==> config.mk <==
export PLATFORM = sky130hd
export DESIGN_NAME = bitwise_reducer
export DESIGN_NICKNAME = d
export VERILOG_FILES = /design/src/rtl/bitwise_reducer.sv
export SDC_FILE = /design/constraint.sdc
export NUM_CORES = 1
export LEC_CHECK = 0
export BUFFER_PORTS_ARGS = -buffer_cell sky130_fd_sc_hd__buf_2
export CAP_MARGIN = 20
export CORE_MARGIN = 1.5
export CORE_UTILIZATION = 50
export CTS_BUF_LIST = sky130_fd_sc_hd__clkbuf_8
export CTS_CLUSTER_DIAMETER = 150
export DETAILED_ROUTE_END_ITERATION = 16
export GPL_ROUTABILITY_DRIVEN = 0
export PLACE_DENSITY_LB_ADDON = 0.05
export SLEW_MARGIN = 10
export SYNTH_ARGS = -nofsm -noshare
export SYNTH_HDL_FRONTEND = slang
export SYNTH_SLANG_ARGS = --single-unit
export TNS_END_PERCENT = 100
==> constraint.sdc <==
create_clock -name clk -period 2.6 [get_ports clk]
set_clock_uncertainty 0.05 [all_clocks]
set_input_delay 0.26 -clock clk [delete_from_list [all_inputs] [get_ports clk]]
set_output_delay 0.26 -clock clk [all_outputs]
set_load 0.02 [all_outputs]
==> src/rtl/bitwise_reducer.sv <==
// Streaming bitwise reducer: folds a packet of WIDTH-bit words with AND/OR/XOR/NAND
// and presents the registered result on a valid/ready handshake.
module bitwise_reducer #(
    parameter int unsigned WIDTH     = 16,
    parameter int unsigned MAX_WORDS = 16,
    localparam int unsigned CNT_W    = $clog2(MAX_WORDS + 1)
) (
    input  logic             clk,
    input  logic             rstN,
    input  logic [1:0]       mode,
    input  logic [WIDTH-1:0] inData,
    input  logic             inValid,
    input  logic             inLast,
    output logic             inReady,
    output logic [WIDTH-1:0] out,
    output logic             outValid,
    input  logic             outReady,
    output logic [CNT_W-1:0] wordCount,
    output logic             outTrunc
);

    localparam logic [1:0]       MODE_AND    = 2'd0;
    localparam logic [1:0]       MODE_OR     = 2'd1;
    localparam logic [1:0]       MODE_XOR    = 2'd2;
    localparam logic [1:0]       MODE_NAND   = 2'd3;
    localparam logic [CNT_W-1:0] MAX_CNT     = CNT_W'(MAX_WORDS);
    localparam bit               SINGLE_BEAT = (MAX_WORDS == 1);

    typedef enum logic [1:0] {
        ST_IDLE,
        ST_ACCUM,
        ST_DONE
    } state_t;

    state_t           state_q, state_d;
    logic [WIDTH-1:0] acc_q, acc_d;
    logic [CNT_W-1:0] cnt_q, cnt_d;
    logic [1:0]       mode_q, mode_d;
    logic [WIDTH-1:0] out_d;
    logic             out_valid_d;
    logic [CNT_W-1:0] count_d;
    logic             trunc_d;
    logic             accept;
    logic             close;
    logic             close_trunc;

    // NAND folds as AND; the inversion is applied once when the result is published.
    function automatic logic [WIDTH-1:0] fold(input logic [1:0] op,
                                              input logic [WIDTH-1:0] a,
                                              input logic [WIDTH-1:0] b);
        case (op)
            MODE_OR:  fold = a | b;
            MODE_XOR: fold = a ^ b;
            default:  fold = a & b;
        endcase
    endfunction

    assign inReady = (state_q != ST_DONE);
    assign accept  = inValid && inReady;

    // Next-state and next-output logic
    always_comb begin
        state_d     = state_q;
        acc_d       = acc_q;
        cnt_d       = cnt_q;
        mode_d      = mode_q;
        out_d       = out;
        out_valid_d = outValid;
        count_d     = wordCount;
        trunc_d     = outTrunc;
        close       = 1'b0;
        close_trunc = 1'b0;

        case (state_q)
            ST_IDLE: begin
                if (accept) begin
                    mode_d = mode;
                    acc_d  = inData;
                    cnt_d  = CNT_W'(1);
                    if (inLast || SINGLE_BEAT) begin
                        close       = 1'b1;
                        close_trunc = !inLast;
                    end else begin
                        state_d = ST_ACCUM;
                    end
                end
            end
            ST_ACCUM: begin
                if (accept) begin
                    acc_d = fold(mode_q, acc_q, inData);
                    cnt_d = cnt_q + CNT_W'(1);
                    if (inLast) begin
                        close = 1'b1;
                    end else if (cnt_d == MAX_CNT) begin
                        close       = 1'b1;
                        close_trunc = 1'b1;
                    end
                end
            end
            ST_DONE: begin
                if (outReady) begin
                    out_valid_d = 1'b0;
                    state_d     = ST_IDLE;
                end
            end
            default: state_d = ST_IDLE;
        endcase

        // Result is published on the same edge that accepts the closing beat
        if (close) begin
            state_d     = ST_DONE;
            out_d       = (mode_d == MODE_NAND) ? ~acc_d : acc_d;
            count_d     = cnt_d;
            trunc_d     = close_trunc;
            out_valid_d = 1'b1;
        end
    end

    // State and output registers
    always_ff @(posedge clk or negedge rstN) begin
        if (!rstN) begin
            state_q   <= ST_IDLE;
            acc_q     <= '0;
            cnt_q     <= '0;
            mode_q    <= MODE_AND;
            out       <= '0;
            outValid  <= 1'b0;
            wordCount <= '0;
            outTrunc  <= 1'b0;
        end else begin
            state_q   <= state_d;
            acc_q     <= acc_d;
            cnt_q     <= cnt_d;
            mode_q    <= mode_d;
            out       <= out_d;
            outValid  <= out_valid_d;
            wordCount <= count_d;
            outTrunc  <= trunc_d;
        end
    end

endmodule

# == Word level (Yosys, flattened, before mapping) ==
# Cells that the tools add are included.
# word_totals
regBits,48
word_cells,60
out_inout_bits,24
in_bits,23
# classes
n_addsub,1
reduce_logical,7
bitwise_logic,4
n_eq_ne,11
n_mux,29
# op_table
op,n
$pmux W16 S2,2
$mux W16,3
$and A16 B16 Y16,1
$not A16 Y16,1
$or A16 B16 Y16,1
$xor A16 B16 Y16,1
$mux W1,12
$mux W2,6
$mux W5,2
$pmux W5 S2,1
$ne A3 B3 Y1 const B,3
$eq A2 B2 Y1 const B,3
$pmux W2 S3,1
$add A5 B1 Y5 const B,1
$eq A5 B5 Y1 const B,1
$eq A2 B1 Y1 const B,2
$ne A2 B2 Y1 const B,2
$pmux W1 S2,2
$reduce_and A4 Y1,1
$reduce_bool A2 Y1,2
$logic_not A2 Y1,1
$reduce_and A2 Y1,1
$logic_and A1 B1 Y1,1
$logic_not A1 Y1,1

# == Depth between registers and ports, before layout ==
# logic_depth
depth_word,8
depth_mapped,9
mapped_depth_nobuf,8

# == Least setup slack after synthesis ==
# No wires, ideal clock.
# synth_timing
path_type,register to register
from,register cnt_q[0]
to,register out[0]
setup_slack_ns,0.361
arrival_ns,2.064
n_path_buf,2
path_stages_with_launch,8
required_time_ns,2.425
period_less_slack_ns,2.239
setup_time_ns,0.125
path_cell_list,dfrtp_1 > ha_1 > or3_1 > a2111oi_2 > a21o_1 > buf_6 > buf_12 > mux2_4
# synth_between
elab_chain_len,6
# synth_lines
element,line_no,text
start: declaration,37,"logic [CNT_W-1:0] cnt_q, cnt_d;"
start signal: assignment,133,cnt_q <= cnt_d;
$add A5 B1 Y5,91,cnt_d = cnt_q + CNT_W'(1);
$eq A5 B5 Y1,94,end else if (cnt_d == MAX_CNT) begin
$mux W1,94,
$mux W1,92,if (inLast) begin
$mux W1,89,if (accept) begin
$pmux W1 S2,74,case (state_q)
end signal: assignment,135,out <= out_d;
end: declaration,15,"output logic [WIDTH-1:0] out,"
# No other way between the ends.
# A chain may end at the register's enable or synchronous reset.

# == Worst setup path in the final report ==
# layout_timing
from,register cnt_q[0]
to,register out[12]
# Same word-level chain as after synthesis.

==> impl_summary.md <==
Outcome
The run finished, with violations left. The checks that failed: hold timing.

Critical path
STA classifies the critical path endpoint as a flop. The launch point of the worst path is cnt_q[0]$_DFF_PN0_. The kind of critical path is flop to flop. The sort of element at the start of the critical path is a flop.

The required time at the endpoint of the critical path is 2.74 ns. The critical-path maximum fanout is 24. The arrival time of data at the critical path endpoint is 2.52 ns.

The beginning of the worst register-to-register path is cnt_q[0]$_DFF_PN0_. Measured in cells, the most critical reg-to-reg path has a length of 6.

CTS
Clock-pin slew was measured on the worst setup and hold paths at 0.10 ns. Once the clock tree was built, the resizer swapped 0 gates to a different size. The number of post-CTS setup repair buffers is 0. The clock root buffer master is sky130_fd_sc_hd__clkbuf_8. After clock tree synthesis, the flow added hold-fix buffers numbering 0. The insertion delay of the later-clocked pin in the worst-skew pair is 0.31 ns. The TritonCTS clock tree is yes. The total clock sinks is 48.

Clock tree synthesis inserted a total of 5 buffers. In this run the number of H-tree levels came out at 2. The clock passes through at most 2 buffers.

Floorplan
The number of top-level design ports is 47. The region available for standard cell placement spans 0.00639 mm². The floorplan step set the die width to 84.5 µm. The total number of placement rows is 29. The floorplan step set the die height to 84.5 µm.

The floorplan die area is 0.00715 mm². The initial utilization of the core area, before any placement, comes to 0.521.

Global route
The total track usage is 0.213. The initial antenna violation count was 0. The global route total overflow is 0. The first-pass GRT wire length is 12200 µm. The pin count of the biggest net entering global routing is 49. The via count of the first global-routing pass came to 2449.

Flow run
The count of maximum capacitance violations is 0.

Timing
The share of the clock period used by the worst path after layout is 0.914. After routing, the total negative slack on setup checks comes to 0 ns. The post-route minimum period is 2.38 ns.

The total setup violations reported at the end of the flow is 0. The max-slew headroom at the worst pin is 0.588. Final hold analysis gives a worst-case slack of -0.0123 ns. The number of hold-slack violations in the final timing report is 6. Setup repair after global routing left no endpoint under its margin. The number of max-slew violations in the final report is 0. The slew at the pin with the worst max-slew slack is 0.618 ns.

The maximum achievable frequency is 421 MHz. The post-route worst setup slack is 0.225 ns.

Yosys
The number of nets in the synthesized netlist is 382. The mean area per synthesized cell is 10.3 µm². The number of enable flip-flop cells after synthesis is 0. For this run, the register share of the synthesized area comes to 0.361. The most instantiated flip-flop cell in the synthesis netlist is sky130_fd_sc_hd__dfrtp_1. During synthesis, Yosys emitted a total of 0 warnings. Counting flops and latches in the post-synthesis netlist gives 48. By count the netlist is led by sky130_fd_sc_hd__inv_1, sky130_fd_sc_hd__dfrtp_1, sky130_fd_sc_hd__ha_1. The library cell with the highest instance count after synthesis is sky130_fd_sc_hd__inv_1.

The proportion of synthesized flip-flops having asynchronous set or reset is 1.00. The number of library cell types mapped by synthesis is 35. The instance count of the mapped netlist is 322. Of all cell types, the one taking the most synthesized area is sky130_fd_sc_hd__dfrtp_1. The top-area cell type share of the netlist area is 0.361.

After synthesis, the cell types taking the most area are sky130_fd_sc_hd__dfrtp_1, sky130_fd_sc_hd__ha_1, sky130_fd_sc_hd__mux2_4. Summing every instance area after synthesis gives 0.00332 mm².

Cells and area
The filler-free cell count of the finished design is 443. Compared with the post-synthesis result, the final layout area differs by 12.4%. Of the cells placed in the final design, the portion with a size suffix greater than 1 is 0.268. In the final design database the tool counted 425 nets.

The count of fill cells added during filler insertion is 568. In the final layout, the multi-input gates occupy 0.00180 mm². The diode insertion count for antenna repair is 0. The sequential cells in the finished layout cover a total of 0.00120 mm².

Power
The power per standard cell area is 1060 mW/mm². Overall power consumption after layout is estimated at 0.00394 W. The leakage power is 1.93 nW. The maximum resistive drop on vdd is 660 µV.

Place
The sum of net half-perimeters after detailed placement is 4610 µm. The count of buffers added on input and output ports is 46. Before CTS, the worst setup slack after placement is 0.223 ns. In this run, placement finished with an instance count of 435.

Routing
The count of vias placed by the detailed router is 2431. The routed design has 7020 µm of wire. The DRC marker count from the first detailed-route iteration is 132. Dividing the detail-routed wire length by the instance count gives 15.8 µm. Using the TritonRoute via totals, the vias-per-cell ratio works out to 5.49. The first detailed-routing pass took 4 iterations. The number of design rule violations left after detail routing is 0. The residual antenna-violating net count after detailed routing is 0.

Min path
In this run the worst hold path is classified as primary input to async pin.
routing by layer:
| metal | GRT usage | vias to the layer above | share of wire |
|---|---|---|---|
| met3 | 0.0364 | 5 | 0.028 |
| li1 | - | 1192 | - |
| met2 | 0.335 | 36 | 0.45 |
| met5 | 0 | - | 0 |
| met1 | 0.309 | 1198 | 0.51 |
| met4 | 0.0499 | 0 | 0.0083 |
layout make-up:
type | instances | share of cell area
Sequential cell | 48 | 0.321
Tap cell | 77 | 0.0258
Clock buffer | 5 | 0.0184
Clock inverter | 3 | 0.0104
Timing Repair Buffer | 56 | 0.0884
Multi-Input combinational cell | 201 | 0.482
Inverter | 53 | 0.0532
cells in the final DEF (no fill, tap or decap), drive strengths merged, types with 2 or more instances in the layout:
cell	count
mux2	21
and4bb	8
a21oi	19
clkbuf	5
mux2i	2
ha	37
o31ai	16
a21o	2
nor4bb	8
xor2	17
nand3	4
o21bai	2
a221oi	16
inv	54
buf	56
nor2	3
o21ai	6
nor3	2
dfrtp	48
nand2	13
nand3b	2
nor2b	17
final timing paths:
check	slack, ns	to
hold / removal	-0.01	mode_q[1]$_DFF_PN0_
min in group clk	0.08	outTrunc$_DFFE_PN0P_
setup reg to reg	0.22	out[12]$_DFFE_PN0P_
max in group asynchronous	2.09	out[14]$_DFFE_PN0P_
hold reg to reg	0.43	outValid$_DFFE_PN0P_
setup / recovery	0.22	out[12]$_DFFE_PN0P_
power breakdown:
part           leakage (nW)  internal [W]  switching [W]
registers             0.597       0.00108       0.000271
clock network        0.0593      0.000282       0.000260
logic                  1.28      0.000949        0.00110
metrics by stage:
stage / cell area [µm²] / hold slack [ns] / utilization
after floorplan: 3320 / -0.0856 / -
after global placement: 3630 / 0.359 / 0.568
after detailed placement: 3630 / 0.355 / 0.568
after CTS: 3740 / 0.0174 / 0.585
after global routing: 3740 / 0.0221 / 0.585
final: 3740 / -0.0123 / 0.585
registers in the layout (all words and copies together) (netlist names):
register   cells
acc_q         16
cnt_q          5
mode_q         2
out           16
outTrunc       1
outValid       1
state_q        2
wordCount      5
cells by family after synthesis:
group | synth area share
adder cells (fa/ha/maj) | 0.139
buffers and inverters | 0.0964
XOR/XNOR | 0.0448
AO/OA/AOI/OAI | 0.135
flip-flops | 0.361
multiplexers | 0.0975
AND/OR/NAND/NOR | 0.125
worst max-delay path: stages, from the launching register on:
cell and delay (ns):
sky130_fd_sc_hd__dfrtp_1 0.46, sky130_fd_sc_hd__ha_1 0.27, sky130_fd_sc_hd__or3_1 0.33, sky130_fd_sc_hd__a2111oi_2 0.41, sky130_fd_sc_hd__a21o_1 0.17, sky130_fd_sc_hd__buf_12 0.21
sky130_fd_sc_hd__mux2_2 0.35
(Power assumes the default switching activity.)
